<file path="src/rtl/rs232_tx.sv">
// RS-232 style serial transmitter: start bit, 8 data bits LSB first,
// optional parity bit, 1 or 2 stop bits. Every bit lasts CLKS_PER_BIT clocks.
//
// state  | meaning
// IDLE   | line at 1, waiting for start_flag
// START  | start bit (0) on the line
// DATA   | data bits, bit_idx selects the current bit
// PARITY | parity bit (only when PARITY_EN=1)
// STOP   | stop bit(s) at 1, end_flag on the very last cycle
module rs232_tx #(
  parameter int N_BIT_STOP   = 1,
  parameter int CLKS_PER_BIT = 16,
  parameter int PARITY_EN    = 0,
  parameter int PARITY_ODD   = 0
) (
  input  logic       clk_in,
  input  logic       rst_in,
  input  logic [7:0] data_in,
  input  logic       start_flag,
  output logic       txd_out,
  output logic       busy,
  output logic       end_flag
);

  localparam int BW = $clog2(CLKS_PER_BIT);
  localparam logic [BW-1:0] BAUD_LAST = BW'(CLKS_PER_BIT - 1);
  // end_flag is registered, so it is raised one cycle before the final boundary
  localparam logic [BW-1:0] BAUD_PRE  = BW'(CLKS_PER_BIT - 2);
  localparam logic [2:0]    LAST_STOP = 3'(N_BIT_STOP - 1);
  localparam logic          ODD_BIT   = (PARITY_ODD != 0);

  typedef enum logic [2:0] {
    IDLE   = 3'd0,
    START  = 3'd1,
    DATA   = 3'd2,
    PARITY = 3'd3,
    STOP   = 3'd4
  } state_t;

  state_t        state;
  logic [BW-1:0] baud_cnt;
  logic [2:0]    bit_idx;
  logic [7:0]    shift_reg;
  logic          baud_wrap;

  assign baud_wrap = (baud_cnt == BAUD_LAST);

  // Frame sequencer with registered line, busy and end-of-frame outputs
  always_ff @(posedge clk_in or negedge rst_in) begin
    if (!rst_in) begin
      state     <= IDLE;
      baud_cnt  <= '0;
      bit_idx   <= '0;
      shift_reg <= '0;
      txd_out   <= 1'b1;
      busy      <= 1'b0;
      end_flag  <= 1'b0;
    end else begin
      end_flag <= 1'b0;
      case (state)
        IDLE: begin
          txd_out  <= 1'b1;
          busy     <= 1'b0;
          baud_cnt <= '0;
          bit_idx  <= '0;
          if (start_flag) begin
            shift_reg <= data_in;
            txd_out   <= 1'b0;
            busy      <= 1'b1;
            state     <= START;
          end
        end
        START: begin
          if (baud_wrap) begin
            baud_cnt <= '0;
            bit_idx  <= '0;
            txd_out  <= shift_reg[0];
            state    <= DATA;
          end else begin
            baud_cnt <= baud_cnt + 1'b1;
          end
        end
        DATA: begin
          if (baud_wrap) begin
            baud_cnt <= '0;
            if (bit_idx == 3'd7) begin
              bit_idx <= '0;
              if (PARITY_EN != 0) begin
                txd_out <= (^shift_reg) ^ ODD_BIT;
                state   <= PARITY;
              end else begin
                txd_out <= 1'b1;
                state   <= STOP;
              end
            end else begin
              bit_idx <= bit_idx + 3'd1;
              txd_out <= shift_reg[bit_idx + 3'd1];
            end
          end else begin
            baud_cnt <= baud_cnt + 1'b1;
          end
        end
        PARITY: begin
          if (baud_wrap) begin
            baud_cnt <= '0;
            bit_idx  <= '0;
            txd_out  <= 1'b1;
            state    <= STOP;
          end else begin
            baud_cnt <= baud_cnt + 1'b1;
          end
        end
        STOP: begin
          txd_out <= 1'b1;
          if (baud_wrap) begin
            baud_cnt <= '0;
            if (bit_idx == LAST_STOP) begin
              bit_idx <= '0;
              busy    <= 1'b0;
              state   <= IDLE;
            end else begin
              bit_idx <= bit_idx + 3'd1;
            end
          end else begin
            baud_cnt <= baud_cnt + 1'b1;
            end_flag <= (bit_idx == LAST_STOP) && (baud_cnt == BAUD_PRE);
          end
        end
        default: begin
          state    <= IDLE;
          baud_cnt <= '0;
          bit_idx  <= '0;
          txd_out  <= 1'b1;
          busy     <= 1'b0;
        end
      endcase
    end
  end

endmodule

</file>
<file path="config.mk">
export PLATFORM = sky130hd
export DESIGN_NAME = rs232_tx
export DESIGN_NICKNAME = d
export VERILOG_FILES = /design/src/rtl/rs232_tx.sv
export SDC_FILE = /design/constraint.sdc
export NUM_CORES = 1
export LEC_CHECK = 0
export BUFFER_PORTS_ARGS = -buffer_cell sky130_fd_sc_hd__clkbuf_2
export CORE_UTILIZATION = 50
export DETAILED_ROUTE_END_ITERATION = 8
export GPL_TIMING_DRIVEN = 0
export PLACE_DENSITY_LB_ADDON = 0.08
export SLEW_MARGIN = 20
export SYNTH_ARGS = -nofsm -noshare
export SYNTH_HDL_FRONTEND = slang
export SYNTH_SLANG_ARGS = --single-unit
</file>
<file path="constraint.sdc">
create_clock -name clk_in -period 1.85 [get_ports clk_in]
set_clock_uncertainty 0.1 [all_clocks]
set_input_delay 0.0925 -clock clk_in [delete_from_list [all_inputs] [get_ports clk_in]]
set_output_delay 0.0925 -clock clk_in [all_outputs]
set_load 0.02 [all_outputs]
</file>
==> flow_summary.json, run 1 <==
{
  "place_congestion": 0.727,
  "pin_count": 14,
  "setup_viol": 0,
  "cts.sinks": 21,
  "synthAdderAreaFrac_pct": 5.94,
  "crit_fanout": 3,
  "place_inst": 126,
  "fmax_mhz": 541,
  "hold_ws_ps": 181,
  "syn_to_final_growth_pct": 23.9,
  "r2r-end": "txd_out",
  "crit_required_ps": 1970,
  "wire_per_inst_um": 12.5,
  "status": "completed",
  "cts-root-buf": "clkbuf_4",
  "initialDrtViolationCount": 16,
  "power_density_nw_per_um2": 1200,
  "period_share_pct": 99.9,
  "wl_um": 1770,
  "cpPeakStageDelay_ps": 400,
  "crit_chain": "ha_2, ha_4, mux4_1, mux2_4, o211ai_2, nand4_1",
  "cts_buffers": 3,
  "largest_reg_flops": 8,
  "setup_tns_ps": 0,
  "syn_avg_cell_area_um2": 12.3,
  "rr_startpoint": "bit_idx[1]",
  "io_buffer_count": 13,
  "slew-limit-headroom_pct": 66.2,
  "vias": 735,
  "power_mw": 1.57,
  "die_h_um": 47.9,
  "period_needed_ps": 1850,
  "worst_hold_path_type": "in -> async",
  "yosys.area_share.simple_pct": 13.4,
  "syn_nets": 102,
  "grt_pass1_vias": 648,
  "ys_types": 32,
  "reg2reg_depth": 6,
  "rsz0062_at_grt": "yes",
  "start_kind": "register",
  "reg2reg_slack_ps": 2,
  "final_layout_size_suffix_gt1_share_pct": 29.8,
  "synth.mux.area_fraction_pct": 17.6,
  "end_kind": "register",
  "die_w_um": 47.9,
  "hpwl_um": 1260,
  "worstSkewPairLatency_ps": 300,
  "ys_seq_area_share_pct": 50.0,
  "ir_drop_mv": 0.641,
  "die_area_um2": 2290,
  "yosysWarningCount": 0,
  "core_um2": 1960,
  "final_nets": 131,
  "synth_compound_area_share_pct": 7.84,
  "arrival_ps": 1970,
  "syn_area_um2": 1050,
  "ys_top_cells_by_area": "dfrtp_1, mux2_2, ha_1, mux4_1, nand2b_1",
  "grt_pass1_wl_um": 2740,
  "maxCapViolCount": 0,
  "first_pass_iters": 4,
  "timing_hold_violations_final": 0,
  "ant_nets": 0,
  "drv_slew": 0,
  "start_util_pct": 53.7,
  "tritoncts": "done",
  "synth.top_cell.area_share_pct": 47.5,
  "critPathCapture": "txd_out",
  "path_class": "reg -> reg",
  "fin_util_pct": 66.5,
  "power_leakage_nw": 0.589,
  "antenna_found_initial": 0,
  "antenna_cells": 0,
  "cts_max_path_buffers": 2,
  "overflow": 0,
  "viasPerCell": 5.21,
  "cp-startpoint": "bit_idx[1]",
  "stdcell_count": 141,
  "tightest_slew_ps": 506,
  "yosys.area.top_type": "dfrtp_1",
  "h-tree-depth": 1,
  "track_usage_pct": 17.6,
  "ys_seq_elements": 21,
  "slowest_stage": "dfrtp_1",
  "grt_max_degree": 22,
  "drcViolationCount": 0,
  "clkTransAtPathRegs_ps": 110,
  "synth_cells": 86,
  "rows": 16,
  "synthXorXnorAreaFrac_pct": 2.49,
  "synth_top_family_by_area": "multiplexers"
}
area by class of cell:
cell class                 instances  area, um2
sequential                        21        527
buffer                             2       10.0
multi-input combinational         58        517
inverter                           5       18.8
clock buffer                       4       26.3
tap                               27       33.8
fill                             180        657
timing repair buffer              24        173
per-stage QoR:
step                      area [um2]  setup WS, ps
after floorplan                 1050          21.7
after global placement          1150          -136
after detailed placement        1150          -141
after CTS                       1310         -10.3
after global routing            1310         -71.2
final                           1310          1.74
synthesized netlist by cell type (all sizes together):
| cell | instances |
|---|---|
| dfrtp | 20 |
| mux2 | 10 |
| nor2 | 8 |
| ha | 5 |
| inv | 5 |
| nand2b | 5 |
| nand3 | 3 |
| o22ai | 3 |
| a21oi | 2 |
| buf | 2 |
| mux2i | 2 |
| mux4 | 2 |
| xnor2 | 2 |
| a211o | 1 |
| a31o | 1 |
| and3 | 1 |
| dfstp | 1 |
| nand2 | 1 |
| nand3b | 1 |
| nand4 | 1 |
| nand4b | 1 |
| nor3 | 1 |
| nor3b | 1 |
| o211ai | 1 |
| o21a | 1 |
| o21bai | 1 |
| o221ai | 1 |
| or2 | 1 |
| or3 | 1 |
| xor2 | 1 |
kinds of logic after synthesis:
kind of cell | Yosys count
adder cells (fa/ha/maj) | 5
AO/OA/AOI/OAI | 11
AND/OR/NAND/NOR | 25
XOR/XNOR | 3
flip-flops | 21
buffers and inverters | 7
multiplexers | 14
cells in the final DEF, fill, tap and decap left out, types with 2 or more instances in the layout:
cell	count
a21oi_1	2
buf_2	2
clkbuf_2	13
clkbuf_4	3
dfrtp_1	20
dlygate4sd3_1	10
ha_1	3
inv_1	5
mux2_2	8
mux2i_1	2
mux4_1	2
nand2b_1	5
nand3_1	3
nor2_1	7
o22ai_1	3
xnor2_1	2
power breakdown:
group	switching [mW]	internal [mW]	leakage (nW)
Sequential	0.123	0.642	0.259
Clock	0.131	0.0841	0.0150
Combinational	0.270	0.317	0.314
Total	0.525	1.04	0.589
worst max-delay path, delay by kind of cell, from the launching register on:
family | cells | cell delay (ps)
fa+ha+maj | 2 | 490
flops | 1 | 400
compound gates | 1 | 130
mux | 2 | 550
simple gates | 1 | 110
how the worst min path moves through the flow:
stage / to / slack (ps) / depth (start not counted)
after floorplan: baud_cnt[0] / -300 / 0
after global placement: baud_cnt[3] / -10 / 1
after detailed placement: baud_cnt[0] / -20 / 1
after CTS: baud_cnt[0] / 190 / 2
after global routing: baud_cnt[3] / 230 / 2
final: baud_cnt[0] / 180 / 2
timing repair:
item,4_1_cts,5_1_grt
gates resized for setup,3,0
buffers inserted,1,0
setup endpoints to repair,1,1
pin swaps,0,1
hold endpoints to repair,30,0
cloned,0,0
hold buffers,10,0
layer usage:
metal,global-route usage [%],vias to the layer above,share of wire (%)
met4,3.33,0,0.40
met2,29.5,12,51
met3,5.66,2,3.1
met1,22.6,355,45
met5,0,-,0
li1,-,366,-
Power figures use the tool's default switching activity.
==> run 2: changes to the inputs <==
--- a/config.mk
+++ b/config.mk
@@ -6,10 +6,12 @@
 export NUM_CORES = 1
 export LEC_CHECK = 0
 export BUFFER_PORTS_ARGS = -buffer_cell sky130_fd_sc_hd__clkbuf_2
+export CORE_ASPECT_RATIO = 0.75
 export CORE_UTILIZATION = 50
 export DETAILED_ROUTE_END_ITERATION = 8
 export GPL_TIMING_DRIVEN = 0
 export PLACE_DENSITY_LB_ADDON = 0.08
+export SETUP_SLACK_MARGIN = 0.05
 export SLEW_MARGIN = 20
 export SYNTH_ARGS = -nofsm -noshare
 export SYNTH_HDL_FRONTEND = slang
==> flow_summary.json, run 2 (synthesis results as in run 1) <==
{
  "status": "finished with violations",
  "violations": "negative setup slack",
  "core_um2": 1850,
  "cts_max_path_buffers": 2,
  "grt_max_degree": 22,
  "hpwl_um": 1300,
  "place_area_um2": 1160,
  "reg2reg_depth": 6,
  "path_delay_family": "multiplexers",
  "slowest_stage": "dfrtp_1",
  "drcViolationCount": 0,
  "largest_reg_flops": 8,
  "antenna_cells": 0,
  "crit_chain": "ha_2, ha_4, mux4_2, mux2_2, o211ai_2, nand4_1",
  "first_pass_iters": 4,
  "die_w_um": 55.0,
  "die_h_um": 41.8,
  "crit_required_ps": 1990,
  "regArea_um2": 527,
  "drv_slew": 0,
  "met3_usage_pct": 7.69,
  "final_cell_mix": "dfrtp_1, clkbuf_2, dlygate4sd3_1",
  "wire_per_inst_um": 14.0,
  "reg2reg_slack_ps": -30,
  "vias": 760,
  "fin_util_pct": 71.7,
  "maxCapViolCount": 0,
  "cts.sinks": 21,
  "cpPeakStageDelay_ps": 400,
  "initialDrtViolationCount": 14,
  "gr-usage-met2_pct": 27.5,
  "multiInputGateArea_um2": 517,
  "h-tree-depth": 1,
  "power_mw": 1.59,
  "arrival_ps": 2010,
  "overflow": 0,
  "rr_startpoint": "bit_idx[0]",
  "end_kind": "register",
  "top_usage_layer": "met1",
  "stdcell_count": 140,
  "syn_to_final_growth_pct": 26.1,
  "track_usage_pct": 19.8,
  "viasPerCell": 5.43,
  "met1_usage_pct": 28.4,
  "cp_num_buf_inv": 0,
  "setup_viol": 1,
  "setup_ws_ps": -26.6,
  "rows": 13,
  "fmax_mhz": 533,
  "fin_area_um2": 1330,
  "worstSkewPairLatency_ps": 300,
  "pin_count": 14,
  "slew-limit-headroom_pct": 65.5,
  "place_congestion": 0.767,
  "clkTransAtPathRegs_ps": 110,
  "start_kind": "register",
  "die_area_um2": 2300,
  "r2r-end": "txd_out",
  "wl_um": 1950,
  "timing_hold_violations_final": 0,
  "final_layout_size_suffix_gt1_share_pct": 33.9,
  "cts-root-buf": "clkbuf_4",
  "worst_hold_path_type": "in -> async",
  "period_share_pct": 101,
  "tightest_slew_ps": 517,
  "final_nets": 135,
  "start_util_pct": 56.8,
  "final_common_cell": "dfrtp_1",
  "rsz0062_at_grt": "yes",
  "power_leakage_nw": 0.604,
  "grt_pass1_vias": 707,
  "ant_nets": 0,
  "antenna_found_initial": 0,
  "path_class": "reg -> reg",
  "crit_fanout": 3,
  "power_density_nw_per_um2": 1190,
  "period_needed_ps": 1880,
  "cts_buffers": 3,
  "grt_pass1_wl_um": 3110,
  "hold_ws_ps": 199,
  "fill_cells": 153,
  "tritoncts": "done",
  "place_inst": 121,
  "io_buffer_count": 13,
  "ir_drop_mv": 0.799
}
[run 2: cell count changes in the layout (fill, tap and decap cells not counted)]
cell and delta:
buf_4 +4, mux2_2 +1, mux2_4 -1, mux4_1 -1, mux4_2 +1, nand2b_1 -1, nand2b_4 +1
[run 2: area by class of cell]
type / instances / area share (%)
multi-input combinational: 58 / 38.9
tap: 22 / 2.07
timing repair buffer: 28 / 15.3
sequential: 21 / 39.6
clock buffer: 4 / 1.98
buffer: 2 / 0.753
inverter: 5 / 1.41
[run 2: how the worst max path moves through the flow]
stage               cells past startpoint       start  endpoint
global placement                        6  bit_idx[0]   txd_out
CTS                                     6  bit_idx[1]   txd_out
floorplan                               6  bit_idx[0]   txd_out
finish                                  6  bit_idx[0]   txd_out
global route                            6  bit_idx[0]   txd_out
detailed placement                      6  bit_idx[0]   txd_out
[run 2: layer usage]
layer,wire [um],vias up,part of all wire (%)
met5,0,-,0
met4,30,0,1.5
met3,62,5,3.2
met2,832,11,43
met1,1030,368,53
li1,-,376,-
[run 2: power by group]
group / internal (mW) / switching, mW / total, mW
Combinational: 0.324 / 0.275 / 0.599
Sequential: 0.642 / 0.128 / 0.771
Clock: 0.0842 / 0.133 / 0.217
[run 2: through the flow]
step                setup TNS (ps)  setup slack [ps]
floorplan                        0              65.6
global placement             -79.1             -79.1
detailed placement            -108              -108
CTS                          -20.1             -20.1
global route                 -80.1             -80.1
finish                       -26.6             -26.6
[run 2: repair_timing]
action	in CTS	in global routing
endpoints found under the hold margin	30	0
gates resized for setup	1	1
setup endpoints to repair	1	2
hold buffers	10	0
buffers inserted	2	3
pin swaps	1	2
[run 2: worst register-to-register path, stage by stage, from the launching register on]
cell	delay (ps)
dfrtp_1	400
ha_2	200
ha_4	280
mux4_2	300
mux2_2	280
o211ai_2	140
nand4_1	100
